**src/rtl/dmem_arbiter_if.sv**
```systemverilog
`default_nettype none
// ============================================================================
// Module   : dmem_arbiter_if
// Brief    : Two requester ports plus the shared memory port of dmem_arbiter.
// Revision : 1.0
// ============================================================================
interface dmem_arbiter_if #(
    parameter int ADDR_WIDTH = 12
);
    logic                  m0_req;
    logic                  m0_we;
    logic [ADDR_WIDTH-1:0] m0_addr;
    logic [31:0]           m0_wdata;
    logic [2:0]            m0_mode;
    logic                  m0_gnt;
    logic                  m0_rvalid;
    logic [31:0]           m0_rdata;
    logic                  m0_err;

    logic                  m1_req;
    logic                  m1_we;
    logic [ADDR_WIDTH-1:0] m1_addr;
    logic [31:0]           m1_wdata;
    logic [2:0]            m1_mode;
    logic                  m1_gnt;
    logic                  m1_rvalid;
    logic [31:0]           m1_rdata;
    logic                  m1_err;

    logic                  mem_write;
    logic [ADDR_WIDTH-1:0] mem_addr;
    logic [31:0]           mem_data_in;
    logic [2:0]            mem_mode;
    logic [31:0]           mem_data_out;

    modport slave (
        input  m0_req, m0_we, m0_addr, m0_wdata, m0_mode,
        output m0_gnt, m0_rvalid, m0_rdata, m0_err,
        input  m1_req, m1_we, m1_addr, m1_wdata, m1_mode,
        output m1_gnt, m1_rvalid, m1_rdata, m1_err,
        output mem_write, mem_addr, mem_data_in, mem_mode,
        input  mem_data_out
    );

    modport master (
        output m0_req, m0_we, m0_addr, m0_wdata, m0_mode,
        input  m0_gnt, m0_rvalid, m0_rdata, m0_err,
        output m1_req, m1_we, m1_addr, m1_wdata, m1_mode,
        input  m1_gnt, m1_rvalid, m1_rdata, m1_err,
        input  mem_write, mem_addr, mem_data_in, mem_mode,
        output mem_data_out
    );
endinterface
`default_nettype wire

```
**src/rtl/dmem_arbiter.sv**
```systemverilog
`default_nettype none
// ============================================================================
// Module   : dmem_arbiter
// Brief    : Round-robin two-port arbiter in front of a single data memory.
// Revision : 1.0
// ============================================================================
module dmem_arbiter #(
    parameter int ADDR_WIDTH = 12
) (
    input  logic          clk,
    input  logic          rst,
    dmem_arbiter_if.slave bus
);

    localparam logic [2:0] c_MODE_B  = 3'b000;
    localparam logic [2:0] c_MODE_H  = 3'b001;
    localparam logic [2:0] c_MODE_W  = 3'b010;
    localparam logic [2:0] c_MODE_BU = 3'b100;
    localparam logic [2:0] c_MODE_HU = 3'b101;

    typedef enum logic [1:0] {
        S_IDLE   = 2'd0,
        S_ACCESS = 2'd1,
        S_RESP   = 2'd2
    } state_t;

    state_t                r_state;
    state_t                w_next_state;

    logic                  r_last;     // 1 = requester 1 was granted last
    logic                  r_id;
    logic                  r_we;
    logic [ADDR_WIDTH-1:0] r_addr;
    logic [31:0]           r_wdata;
    logic [2:0]            r_mode;
    logic [31:0]           r_rdata;

    logic                  w_gnt0;
    logic                  w_gnt1;
    logic                  w_any_gnt;
    logic                  w_err;
    logic                  w_mem_write;
    logic                  w_rvalid0;
    logic                  w_rvalid1;

    function automatic logic f_access_err(input logic [2:0] mode, input logic [1:0] lsb);
        logic err;
        case (mode)
            c_MODE_B, c_MODE_BU: err = 1'b0;
            c_MODE_H, c_MODE_HU: err = lsb[0];
            c_MODE_W:            err = (lsb != 2'b00);
            default:             err = 1'b1;
        endcase
        return err;
    endfunction

    // Error is derived from the latched fields so it stays stable through RESP.
    assign w_err     = f_access_err(r_mode, r_addr[1:0]);
    assign w_any_gnt = w_gnt0 | w_gnt1;

    always_ff @(posedge clk or posedge rst) begin
        if (rst) begin
            r_state <= S_IDLE;
        end else begin
            r_state <= w_next_state;
        end
    end

    always_comb begin
        w_next_state = r_state;
        w_gnt0       = 1'b0;
        w_gnt1       = 1'b0;
        w_mem_write  = 1'b0;
        w_rvalid0    = 1'b0;
        w_rvalid1    = 1'b0;
        case (r_state)
            S_IDLE: begin
                if (!rst) begin
                    if (bus.m0_req && bus.m1_req) begin
                        w_gnt0 = r_last;
                        w_gnt1 = ~r_last;
                    end else begin
                        w_gnt0 = bus.m0_req;
                        w_gnt1 = bus.m1_req;
                    end
                end
                if (w_gnt0 || w_gnt1) begin
                    w_next_state = S_ACCESS;
                end
            end
            S_ACCESS: begin
                w_mem_write  = r_we & ~w_err;
                w_next_state = S_RESP;
            end
            S_RESP: begin
                w_rvalid0    = ~r_id;
                w_rvalid1    = r_id;
                w_next_state = S_IDLE;
            end
            default: begin
                w_next_state = S_IDLE;
            end
        endcase
    end

    always_ff @(posedge clk or posedge rst) begin
        if (rst) begin
            r_last  <= 1'b1;
            r_id    <= 1'b0;
            r_we    <= 1'b0;
            r_addr  <= '0;
            r_wdata <= '0;
            r_mode  <= '0;
            r_rdata <= '0;
        end else begin
            if (w_any_gnt) begin
                r_last  <= w_gnt1;
                r_id    <= w_gnt1;
                r_we    <= w_gnt1 ? bus.m1_we    : bus.m0_we;
                r_addr  <= w_gnt1 ? bus.m1_addr  : bus.m0_addr;
                r_wdata <= w_gnt1 ? bus.m1_wdata : bus.m0_wdata;
                r_mode  <= w_gnt1 ? bus.m1_mode  : bus.m0_mode;
            end
            if (r_state == S_ACCESS) begin
                r_rdata <= (!r_we && !w_err) ? bus.mem_data_out : 32'h0;
            end
        end
    end

    assign bus.m0_gnt      = w_gnt0;
    assign bus.m1_gnt      = w_gnt1;
    assign bus.m0_rvalid   = w_rvalid0;
    assign bus.m1_rvalid   = w_rvalid1;
    assign bus.m0_rdata    = w_rvalid0 ? r_rdata : 32'h0;
    assign bus.m1_rdata    = w_rvalid1 ? r_rdata : 32'h0;
    assign bus.m0_err      = w_rvalid0 & w_err;
    assign bus.m1_err      = w_rvalid1 & w_err;

    assign bus.mem_write   = w_mem_write;
    assign bus.mem_addr    = r_addr;
    assign bus.mem_data_in = r_wdata;
    assign bus.mem_mode    = r_mode;

endmodule
`default_nettype wire

```
**src/flat_wrapper.sv**
```systemverilog
// flat-port wrapper written by rule: the top's interface ports become plain ports
module dmem_arbiter_flat 
#(
    parameter int ADDR_WIDTH = 12
)
  (clk, rst, bus_m0_req, bus_m0_we, bus_m0_addr, bus_m0_wdata, bus_m0_mode, bus_m0_gnt, bus_m0_rvalid, bus_m0_rdata, bus_m0_err, bus_m1_req, bus_m1_we, bus_m1_addr, bus_m1_wdata, bus_m1_mode, bus_m1_gnt, bus_m1_rvalid, bus_m1_rdata, bus_m1_err, bus_mem_write, bus_mem_addr, bus_mem_data_in, bus_mem_mode, bus_mem_data_out);
  dmem_arbiter_if #(.ADDR_WIDTH(ADDR_WIDTH)) bus_i ();
  input  logic clk;
  input  logic rst;
  input wire logic [$bits(bus_i.m0_req)-1:0] bus_m0_req;
  input wire logic [$bits(bus_i.m0_we)-1:0] bus_m0_we;
  input wire logic [$bits(bus_i.m0_addr)-1:0] bus_m0_addr;
  input wire logic [$bits(bus_i.m0_wdata)-1:0] bus_m0_wdata;
  input wire logic [$bits(bus_i.m0_mode)-1:0] bus_m0_mode;
  output wire logic [$bits(bus_i.m0_gnt)-1:0] bus_m0_gnt;
  output wire logic [$bits(bus_i.m0_rvalid)-1:0] bus_m0_rvalid;
  output wire logic [$bits(bus_i.m0_rdata)-1:0] bus_m0_rdata;
  output wire logic [$bits(bus_i.m0_err)-1:0] bus_m0_err;
  input wire logic [$bits(bus_i.m1_req)-1:0] bus_m1_req;
  input wire logic [$bits(bus_i.m1_we)-1:0] bus_m1_we;
  input wire logic [$bits(bus_i.m1_addr)-1:0] bus_m1_addr;
  input wire logic [$bits(bus_i.m1_wdata)-1:0] bus_m1_wdata;
  input wire logic [$bits(bus_i.m1_mode)-1:0] bus_m1_mode;
  output wire logic [$bits(bus_i.m1_gnt)-1:0] bus_m1_gnt;
  output wire logic [$bits(bus_i.m1_rvalid)-1:0] bus_m1_rvalid;
  output wire logic [$bits(bus_i.m1_rdata)-1:0] bus_m1_rdata;
  output wire logic [$bits(bus_i.m1_err)-1:0] bus_m1_err;
  output wire logic [$bits(bus_i.mem_write)-1:0] bus_mem_write;
  output wire logic [$bits(bus_i.mem_addr)-1:0] bus_mem_addr;
  output wire logic [$bits(bus_i.mem_data_in)-1:0] bus_mem_data_in;
  output wire logic [$bits(bus_i.mem_mode)-1:0] bus_mem_mode;
  input wire logic [$bits(bus_i.mem_data_out)-1:0] bus_mem_data_out;
  assign bus_i.m0_req = bus_m0_req;
  assign bus_i.m0_we = bus_m0_we;
  assign bus_i.m0_addr = bus_m0_addr;
  assign bus_i.m0_wdata = bus_m0_wdata;
  assign bus_i.m0_mode = bus_m0_mode;
  assign bus_m0_gnt = bus_i.m0_gnt;
  assign bus_m0_rvalid = bus_i.m0_rvalid;
  assign bus_m0_rdata = bus_i.m0_rdata;
  assign bus_m0_err = bus_i.m0_err;
  assign bus_i.m1_req = bus_m1_req;
  assign bus_i.m1_we = bus_m1_we;
  assign bus_i.m1_addr = bus_m1_addr;
  assign bus_i.m1_wdata = bus_m1_wdata;
  assign bus_i.m1_mode = bus_m1_mode;
  assign bus_m1_gnt = bus_i.m1_gnt;
  assign bus_m1_rvalid = bus_i.m1_rvalid;
  assign bus_m1_rdata = bus_i.m1_rdata;
  assign bus_m1_err = bus_i.m1_err;
  assign bus_mem_write = bus_i.mem_write;
  assign bus_mem_addr = bus_i.mem_addr;
  assign bus_mem_data_in = bus_i.mem_data_in;
  assign bus_mem_mode = bus_i.mem_mode;
  assign bus_i.mem_data_out = bus_mem_data_out;
  dmem_arbiter #(.ADDR_WIDTH(ADDR_WIDTH)) u_core (.clk(clk), .rst(rst), .bus(bus_i));
endmodule
```
**config.mk**
```make
export PLATFORM = sky130hd
export DESIGN_NAME = dmem_arbiter_flat
export DESIGN_NICKNAME = d
export VERILOG_FILES = /design/src/rtl/dmem_arbiter_if.sv /design/src/rtl/dmem_arbiter.sv /design/src/flat_wrapper.sv
export SDC_FILE = /design/constraint.sdc
export NUM_CORES = 1
export LEC_CHECK = 0
export BUFFER_PORTS_ARGS = -buffer_cell sky130_fd_sc_hd__buf_2
export CORE_MARGIN = 2
export CORE_UTILIZATION = 35
export CTS_BUF_LIST = sky130_fd_sc_hd__clkbuf_8 sky130_fd_sc_hd__clkbuf_16
export DETAILED_ROUTE_END_ITERATION = 16
export GPL_ROUTABILITY_DRIVEN = 0
export PLACE_DENSITY = 0.72
export SLEW_MARGIN = 5
export SYNTH_ARGS = -nofsm -noshare
export SYNTH_HDL_FRONTEND = slang
export SYNTH_SLANG_ARGS = --single-unit
```
**constraint.sdc**
```tcl
create_clock -name clk -period 6 [get_ports clk]
set_input_delay 1.2 -clock clk [delete_from_list [all_inputs] [get_ports clk]]
set_output_delay 1.2 -clock clk [all_outputs]
set_load 0.02 [all_outputs]
```
Word-level counts from Yosys, hierarchy flattened
Cells that the tools add are included.
{"block": "totals", "reg_bits": 84, "input_bits": 132, "out_inout_bits": 118, "elab_cells": 53}
{"block": "op_classes", "eq_ne": 7, "mux": 21, "bitwise_logic": 7, "n_reduce_logical": 10}
{"cell": "$mux 32", "n": 4}
{"cell": "$mux 1", "n": 12}
{"cell": "$mux 12", "n": 1}
{"cell": "$eq 3x3->1 const B", "n": 2}
{"cell": "$pmux 2 s2", "n": 1}
{"cell": "$reduce_or 2->1", "n": 2}
{"cell": "$and 1x1->1", "n": 3}
{"cell": "$eq 3x1->1 const B", "n": 1}
{"cell": "$eq 3x2->1 const B", "n": 1}
{"cell": "$logic_not 3->1", "n": 1}
{"cell": "$mux 3", "n": 1}
{"cell": "$not 1->1", "n": 3}
{"cell": "$pmux 1 s3", "n": 1}
{"cell": "$eq 2x1->1 const B", "n": 1}
{"cell": "$eq 2x2->1 const B", "n": 1}
{"cell": "$logic_and 1x1->1", "n": 2}
{"cell": "$logic_not 1->1", "n": 2}
{"cell": "$logic_not 2->1", "n": 1}
{"cell": "$mux 2", "n": 1}
{"cell": "$ne 2x1->1 const B", "n": 1}
{"cell": "$reduce_bool 2->1", "n": 1}
{"cell": "$logic_or 1x1->1", "n": 1}
{"cell": "$or 1x1->1", "n": 1}

Depth between registers and ports, before layout
Gate-level depths: netlist of the first run.
{"block": "depth", "depth_word": 7, "depth_mapped": 7, "ltp_nobuf": 4}

Worst setup path after synthesis of the first run
OpenSTA, ideal clock, no wires.
{"block": "synth_path", "kind": "input port to output port", "start": "input port rst", "end": "output port bus_m1_gnt", "t_arrival_ns": 2.035, "required_time_ns": 4.800, "slack_ns": 2.765, "cell_stages": 3, "n_path_buf": 1, "cell_sequence": "or3_4 -> buf_6 -> nor2_1"}
{"block": "synth_between", "elab_chain_len": 3}
{"element": "from (decl)", "line": "flat_wrapper.sv:9", "source": "input logic rst;"}
{"element": "$mux 1", "line": "dmem_arbiter.sv:78", "source": "if (!rst) begin"}
{"element": "$mux 1 (2 in series)", "line": "dmem_arbiter.sv:76", "source": "case (r_state)"}
{"element": "to (decl)", "line": "flat_wrapper.sv:24", "source": "output wire logic [$bits(bus_i.m1_gnt)-1:0] bus_m1_gnt;"}
No other way between the ends. The select of a mux whose other input is x is not followed.

Worst setup path after layout of the first run
{"block": "layout_path", "start": "input port bus_m1_req", "end": "output port bus_m1_gnt"}
{"block": "layout_between", "elab_chain_len": 5}
{"element": "from (decl)", "line": "flat_wrapper.sv:19", "source": "input wire logic [$bits(bus_i.m1_req)-1:0] bus_m1_req;"}
{"element": "$logic_and 1x1->1", "line": "dmem_arbiter.sv:79", "source": "if (bus.m0_req && bus.m1_req) begin"}
{"element": "$mux 1 (*)", "line": "dmem_arbiter.sv:79"}
{"element": "$mux 1 (*)", "line": "dmem_arbiter.sv:78"}
{"element": "$mux 1 (*) (2 in series)", "line": "dmem_arbiter.sv:76"}
Every way passes the cells marked *; elsewhere a longest branch is shown, timed or not. The select of a mux whose other input is x is not followed.

==> results.sh, run 1 <==
export IMPL_grt_pass1_wl_mm=20.8
export IMPL_critPathKind="input pin to output pin"
export IMPL_cts_sinks=84
export IMPL_synth_seq_cells=84
export IMPL_final_cell_mix="buf_2, dfrtp_1, o21ai_0, nand2_1, and2_1"
export IMPL_grt_pass1_vias=4279
export IMPL_peakVddDrop_mv=0.209
export IMPL_rsz0062_at_grt="no"
export IMPL_clockBufferDepth=2
export IMPL_die_area_um2=13300
export IMPL_cap_violations=0
export IMPL_path_clk_slew_ps=60
export IMPL_intPower_w=0.00120
export IMPL_start_util_pct=36.0
export IMPL_cpPeakStageDelay_ps=740
export IMPL_die_w_um=115
export IMPL_grt_max_degree=98
export IMPL_wire_per_inst_um=14.7
export IMPL_min_period_ps=3630
export IMPL_hold_viol_final=0
export IMPL_drv_slew=0
export IMPL_avgSynthCellArea_um2=8.44
export IMPL_min_path_cells=2
export IMPL_drive_above_1_share_pct=38.1
export IMPL_dpl_cell_area_um2=5610
export IMPL_crit_chain="buf_2 > a21bo_2 > nor2_1 > buf_2"
export IMPL_setup_viol=0
export IMPL_setup_slack_ps=2370
export IMPL_seq_area_um2=2100
export IMPL_vias=4498
export IMPL_netlist_area_leader_share_pct=47.9
export IMPL_synth_adder_area_share_pct=0
export IMPL_end_kind="output pin"
export IMPL_critPathMaxFanout=49
export IMPL_required_ps=4800
export IMPL_hp_start="u_core.r_rdata[17]"
export IMPL_track_usage_pct=19.7
export IMPL_crit_top_cell="buf_2"
export IMPL_rows=40
export IMPL_grt_overflow=0
export IMPL_rr_worst_depth=4
export IMPL_finClkSkew_ps=7.45
export IMPL_cts_inserted_buffers=9
export IMPL_start_kind="input pin"
export IMPL_tns_ps=0
export IMPL_cts_repair_resize_count=0
export IMPL_sw_frac_of_total_pct=35.2
export IMPL_htreeDepth=3
export IMPL_yosysUniqueCellTypes=33
export IMPL_coreArea_um2=12100
export IMPL_nNetsFinal=857
export IMPL_worstMarginPinSlew_ps=1090
export IMPL_synth_compound_area_share_pct=22.8
export IMPL_antennaDiodeCount=0
export IMPL_fin_hold_ws_ps=492
export IMPL_multi_input_area_um2=2000
export IMPL_cts_root_buf="clkbuf_16"
export IMPL_ctsHoldBuffers=0
export IMPL_seq_power_share_pct=42.0
export IMPL_worstSkewPairLatency_ps=330
export IMPL_place_hpwl_mm=9.24
export IMPL_leakagePower_nw=2.88
export IMPL_synth_warnings=0
export IMPL_critical_path_slowest_cell="a21bo_2"
export IMPL_p_switching_w=0.000653
export IMPL_antenna_found_initial=0
export IMPL_cts_tree="done"
export IMPL_status="finished, final reports clean"
export IMPL_min_period_over_period_pct=60.5
export IMPL_io_pins=250
export IMPL_preCtsSetupSlack_ps=2350
export IMPL_relSlewSlack_pct=27.2
export IMPL_cts_setup_buffers=0
export IMPL_max_freq_mhz=276
export IMPL_netlist_area_um2=4340
export IMPL_areaGrowthSynthToFinish_pct=35.9
export IMPL_worstPathArrival_ps=2430
export IMPL_yosys_top_cells_area="dfrtp_1, and2_1, o21ai_0"
export IMPL_rrSetupSlack_ps=3270
export IMPL_portBuffers=249
export IMPL_nFillCells=1235
export IMPL_power_frac_comb_pct=29.2
export IMPL_layout_commonest_cell="buf_2"
export IMPL_die_y_um=115
export IMPL_yosysSeqAreaShare_pct=48.5
export IMPL_hold_end="u_core.r_rdata[17]"
export IMPL_power_density_nw_per_um2=315
export IMPL_synth_mux_area_share_pct=0
export IMPL_crit_reg2reg_launch="u_core.r_state[0]"
export IMPL_synth_xor_area_share_pct=0
export IMPL_routed_wl_mm=13.2
export IMPL_yosysTopAreaCell="dfrtp_1"
export IMPL_drc_errors=0
export IMPL_synthSimpleGateAreaFrac_pct=22.8
export IMPL_clkPwrFrac_pct=28.8
export IMPL_drtIter0Drc=302
export IMPL_via_per_inst=5.01
export IMPL_drtAntennaViolNets=0
export IMPL_drtPass1Iterations=4
export IMPL_syn_num_nets=646
export IMPL_synth_cells=514
export IMPL_final_cell_area_um2=5890
export IMPL_hold_path_class="flop to flop"
export IMPL_synth_top_family_by_area="compound AO/OA/AOI/OAI gates"
export IMPL_r2r_end="u_core.bus.mem_addr[11]"
==> per-layer routing <==
layer,share of wire [%],track usage (%)
met1,42,24.4
met5,0,0
met3,8.7,4.69
met2,48,33.7
met4,1.2,6.91
==> metrics by stage <==
step	util [%]	cells	total power [W]
6_report	48.8	897	0.00186
5_1_grt	48.8	897	0.00197
4_1_cts	48.8	897	0.00188
3_5_place_dp	46.5	882	0.00134
3_3_place_gp	46.5	882	0.00133
2_1_floorplan	-	514	0.00112
==> synthesized netlist by cell type (all sizes together) <==
library cell,count
inv,3
nor3b,1
a21boi,1
clkbuf,34
and3b,1
and3,1
nand2b,2
dfstp,1
buf,20
a21o,2
o21bai,1
nand2,64
nor2b,2
o21ai,80
or2,2
nor2,1
nor3,1
nor4,1
a21bo,1
and2,65
a31oi,48
a21oi,49
dfrtp,83
or3,1
nand3,49
==> worst max-delay path by stage <==
stage                from                     end  depth (start not counted)
5_1_grt        bus_m0_req              bus_m1_gnt                          4
3_5_place_dp   bus_m1_req              bus_m1_gnt                          4
2_1_floorplan         rst  u_core.bus.mem_addr[0]                          1
4_1_cts        bus_m1_req              bus_m1_gnt                          4
3_3_place_gp   bus_m1_req              bus_m1_gnt                          4
6_report       bus_m1_req              bus_m1_gnt                          4
==> area by class of cell <==
class / instances / share of cell area (%)
sequential: 84 / 35.7
multi-input combinational: 373 / 33.9
timing repair buffer: 254 / 21.8
clock buffer: 10 / 4.06
tap: 168 / 3.57
clock inverter: 5 / 0.786
inverter: 3 / 0.212
==> flip-flops by register name, indices dropped and copies added, names as in the netlist <==
| signal | cells |
|---|---|
| u_core.bus.mem_data_in | 32 |
| u_core.r_rdata | 32 |
| u_core.bus.mem_addr | 12 |
| u_core.bus.mem_mode | 3 |
| u_core.r_state | 2 |
| u_core.r_id | 1 |
| u_core.r_last | 1 |
| u_core.r_we | 1 |
==> worst max-delay path: cells and delay by family <==
kind | cells | cell delay, ps
AOI/OAI and AO/OA | 1 | 740
and+or+nand+nor | 1 | 160
buffers and inverters | 2 | 320
==> power groups by stage <==
stage / Clock [W] / Sequential (W) / Combinational, W
2_1_floorplan: 0 / 0.000867 / 0.000257
3_5_place_dp: 0 / 0.000787 / 0.000552
6_report: 0.000536 / 0.000779 / 0.000542
4_1_cts: 0.000549 / 0.000780 / 0.000550
3_3_place_gp: 0 / 0.000786 / 0.000543
5_1_grt: 0.000577 / 0.000795 / 0.000601
==> cells by family (layout without fill, tap and decap cells) <==
| kind of cell | Yosys count | count (layout) |
|---|---|---|
| buffers and inverters | 57 | 272 |
| AND/OR/NAND/NOR | 191 | 191 |
| AO/OA/AOI/OAI | 182 | 182 |
| flip-flops | 84 | 84 |
Power figures use the tool's default switching activity.
==> run 2: changes to the inputs <==
--- a/config.mk
+++ b/config.mk
@@ -11,7 +11,7 @@
 export CTS_BUF_LIST = sky130_fd_sc_hd__clkbuf_8 sky130_fd_sc_hd__clkbuf_16
 export DETAILED_ROUTE_END_ITERATION = 16
 export GPL_ROUTABILITY_DRIVEN = 0
-export PLACE_DENSITY = 0.72
+export PLACE_DENSITY = 0.75
 export SLEW_MARGIN = 5
 export SYNTH_ARGS = -nofsm -noshare
 export SYNTH_HDL_FRONTEND = slang
==> constraint.sdc (replaced) <==
create_clock -name clk -period 3.02 [get_ports clk]
set_input_delay 0.604 -clock clk [delete_from_list [all_inputs] [get_ports clk]]
set_output_delay 0.604 -clock clk [all_outputs]
set_load 0.02 [all_outputs]
==> results.sh, run 2 (same netlist as run 1, synthesis figures left out) <==
export IMPL_crit_chain="and3b_1 > and2_1 > buf_2"
export IMPL_track_usage_pct=19.2
export IMPL_power_density_nw_per_um2=612
export IMPL_setup_slack_ps=466
export IMPL_nNetsFinal=865
export IMPL_antennaDiodeCount=0
export IMPL_setup_viol=0
export IMPL_grt_pass1_vias=4047
export IMPL_via_per_inst=5.01
export IMPL_drtPass1Iterations=5
export IMPL_critPathKind="flop to output pin"
export IMPL_drc_errors=0
export IMPL_leakagePower_nw=2.91
export IMPL_start_kind="flop"
export IMPL_dpl_cell_area_um2=5700
export IMPL_tns_ps=0
export IMPL_peakVddDrop_mv=0.253
export IMPL_htreeDepth=3
export IMPL_finClkSkew_ps=6.91
export IMPL_end_kind="output pin"
export IMPL_die_y_um=115
export IMPL_cts_sinks=84
export IMPL_routed_wl_mm=13.0
export IMPL_die_w_um=115
export IMPL_clockBufferDepth=2
export IMPL_cap_violations=0
export IMPL_path_clk_slew_ps=60
export IMPL_drtAntennaViolNets=0
export IMPL_worstMarginPinSlew_ps=848
export IMPL_min_period_over_period_pct=84.6
export IMPL_fin_hold_ws_ps=448
export IMPL_drive_above_1_share_pct=38.9
export IMPL_grt_pass1_wl_mm=20.4
export IMPL_antenna_found_initial=0
export IMPL_rows=40
export IMPL_cpPeakStageDelay_ps=780
export IMPL_portBuffers=249
export IMPL_hold_path_class="input pin to asynchronous set/reset pin"
export IMPL_place_hpwl_mm=9.11
export IMPL_wire_per_inst_um=14.3
export IMPL_final_cell_mix="buf_2, dfrtp_1, o21ai_0, and2_1, nand2_1"
export IMPL_cts_inserted_buffers=9
export IMPL_critical_path_slowest_cell="and3b_1"
export IMPL_preCtsSetupSlack_ps=783
export IMPL_cts_root_buf="clkbuf_16"
export IMPL_layout_commonest_cell="buf_2"
export IMPL_rsz0062_at_grt="no"
export IMPL_io_pins=250
export IMPL_required_ps=2420
export IMPL_coreArea_um2=12100
export IMPL_status="finished, final reports clean"
export IMPL_worstPathArrival_ps=1950
export IMPL_grt_overflow=0
export IMPL_fin_cells=906
export IMPL_grt_max_degree=98
export IMPL_relSlewSlack_pct=43.5
export IMPL_start_util_pct=36.0
export IMPL_hold_viol_final=0
export IMPL_drtIter0Drc=443
export IMPL_vias=4539
export IMPL_critPathMaxFanout=34
export IMPL_die_area_um2=13300
export IMPL_dp_cells=890
export IMPL_cts_tree="done"
export IMPL_cts_setup_buffers=0
export IMPL_areaGrowthSynthToFinish_pct=37.7
export IMPL_drv_slew=0
export IMPL_min_period_ps=2550
export IMPL_cts_repair_resize_count=0
export IMPL_max_freq_mhz=392
export IMPL_final_cell_area_um2=5970
export IMPL_ctsHoldBuffers=0
export IMPL_worstSkewPairLatency_ps=330
run 2: cell types whose count changed in the layout (fill, tap and decap cells not counted):
cell / previous run / this run
clkinv_2: 2 / 5
and2_1: 64 / 65
bufinv_16: 1 / 0
buf_4: 5 / 10
and2_2: 1 / 0
clkinvlp_4: 0 / 1
or2_2: 2 / 1
inv_1: 4 / 2
buf_12: 0 / 3
or2_1: 0 / 1
run 2: layout make-up:
class                   instances  area [µm²]
fillers                      1225        6090
multi-input cells             373        2000
inverters                       3        12.5
well taps                     168         210
flip-flops and latches         84        2100
clock inverters                 6        31.3
repair buffers                262        1380
clock buffers                  10         239
run 2: stage by stage:
stage / total power [W] / utilization [%]
6_report: 0.00365 / 49.5
2_1_floorplan: 0.00223 / -
5_1_grt: 0.00388 / 49.5
4_1_cts: 0.00370 / 49.5
3_5_place_dp: 0.00268 / 47.3
3_3_place_gp: 0.00266 / 47.3
run 2: final timing paths:
kind	startpoint	end	slack, ps	cells past startpoint
min in group clk	u_core.r_rdata[0]	u_core.r_rdata[0]	490	2
hold / removal	rst	u_core.r_state[1]	450	2
max in group asynchronous	rst	u_core.r_rdata[30]	1910	3
setup reg to reg	u_core.r_state[0]	u_core.bus.mem_data_in[28]	1090	5
setup / recovery	u_core.r_state[0]	bus_m1_rdata[19]	470	3
hold reg to reg	u_core.r_rdata[0]	u_core.r_rdata[0]	490	2
run 2: report_power, final:
part / total [W] / internal (W) / switching, W
combinational: 0.00111 / 0.000394 / 0.000718
clock: 0.00100 / 0.000571 / 0.000433
sequential: 0.00154 / 0.00137 / 0.000164
run 2: worst max-delay path, delay by kind of cell (launching register included):
family        cells  cell delay, ps
buf+inv           1             160
flops             1             450
simple gates      2            1000
run 2: routing by layer:
metal / up-vias / part of all wire [%] / track usage [%]
met1: 2083 / 43 / 25.6
met3: 23 / 7.0 / 3.43
li1: 2231 / - / -
met2: 202 / 48 / 31.0
met5: - / 0 / 0
met4: 0 / 2.0 / 7.47
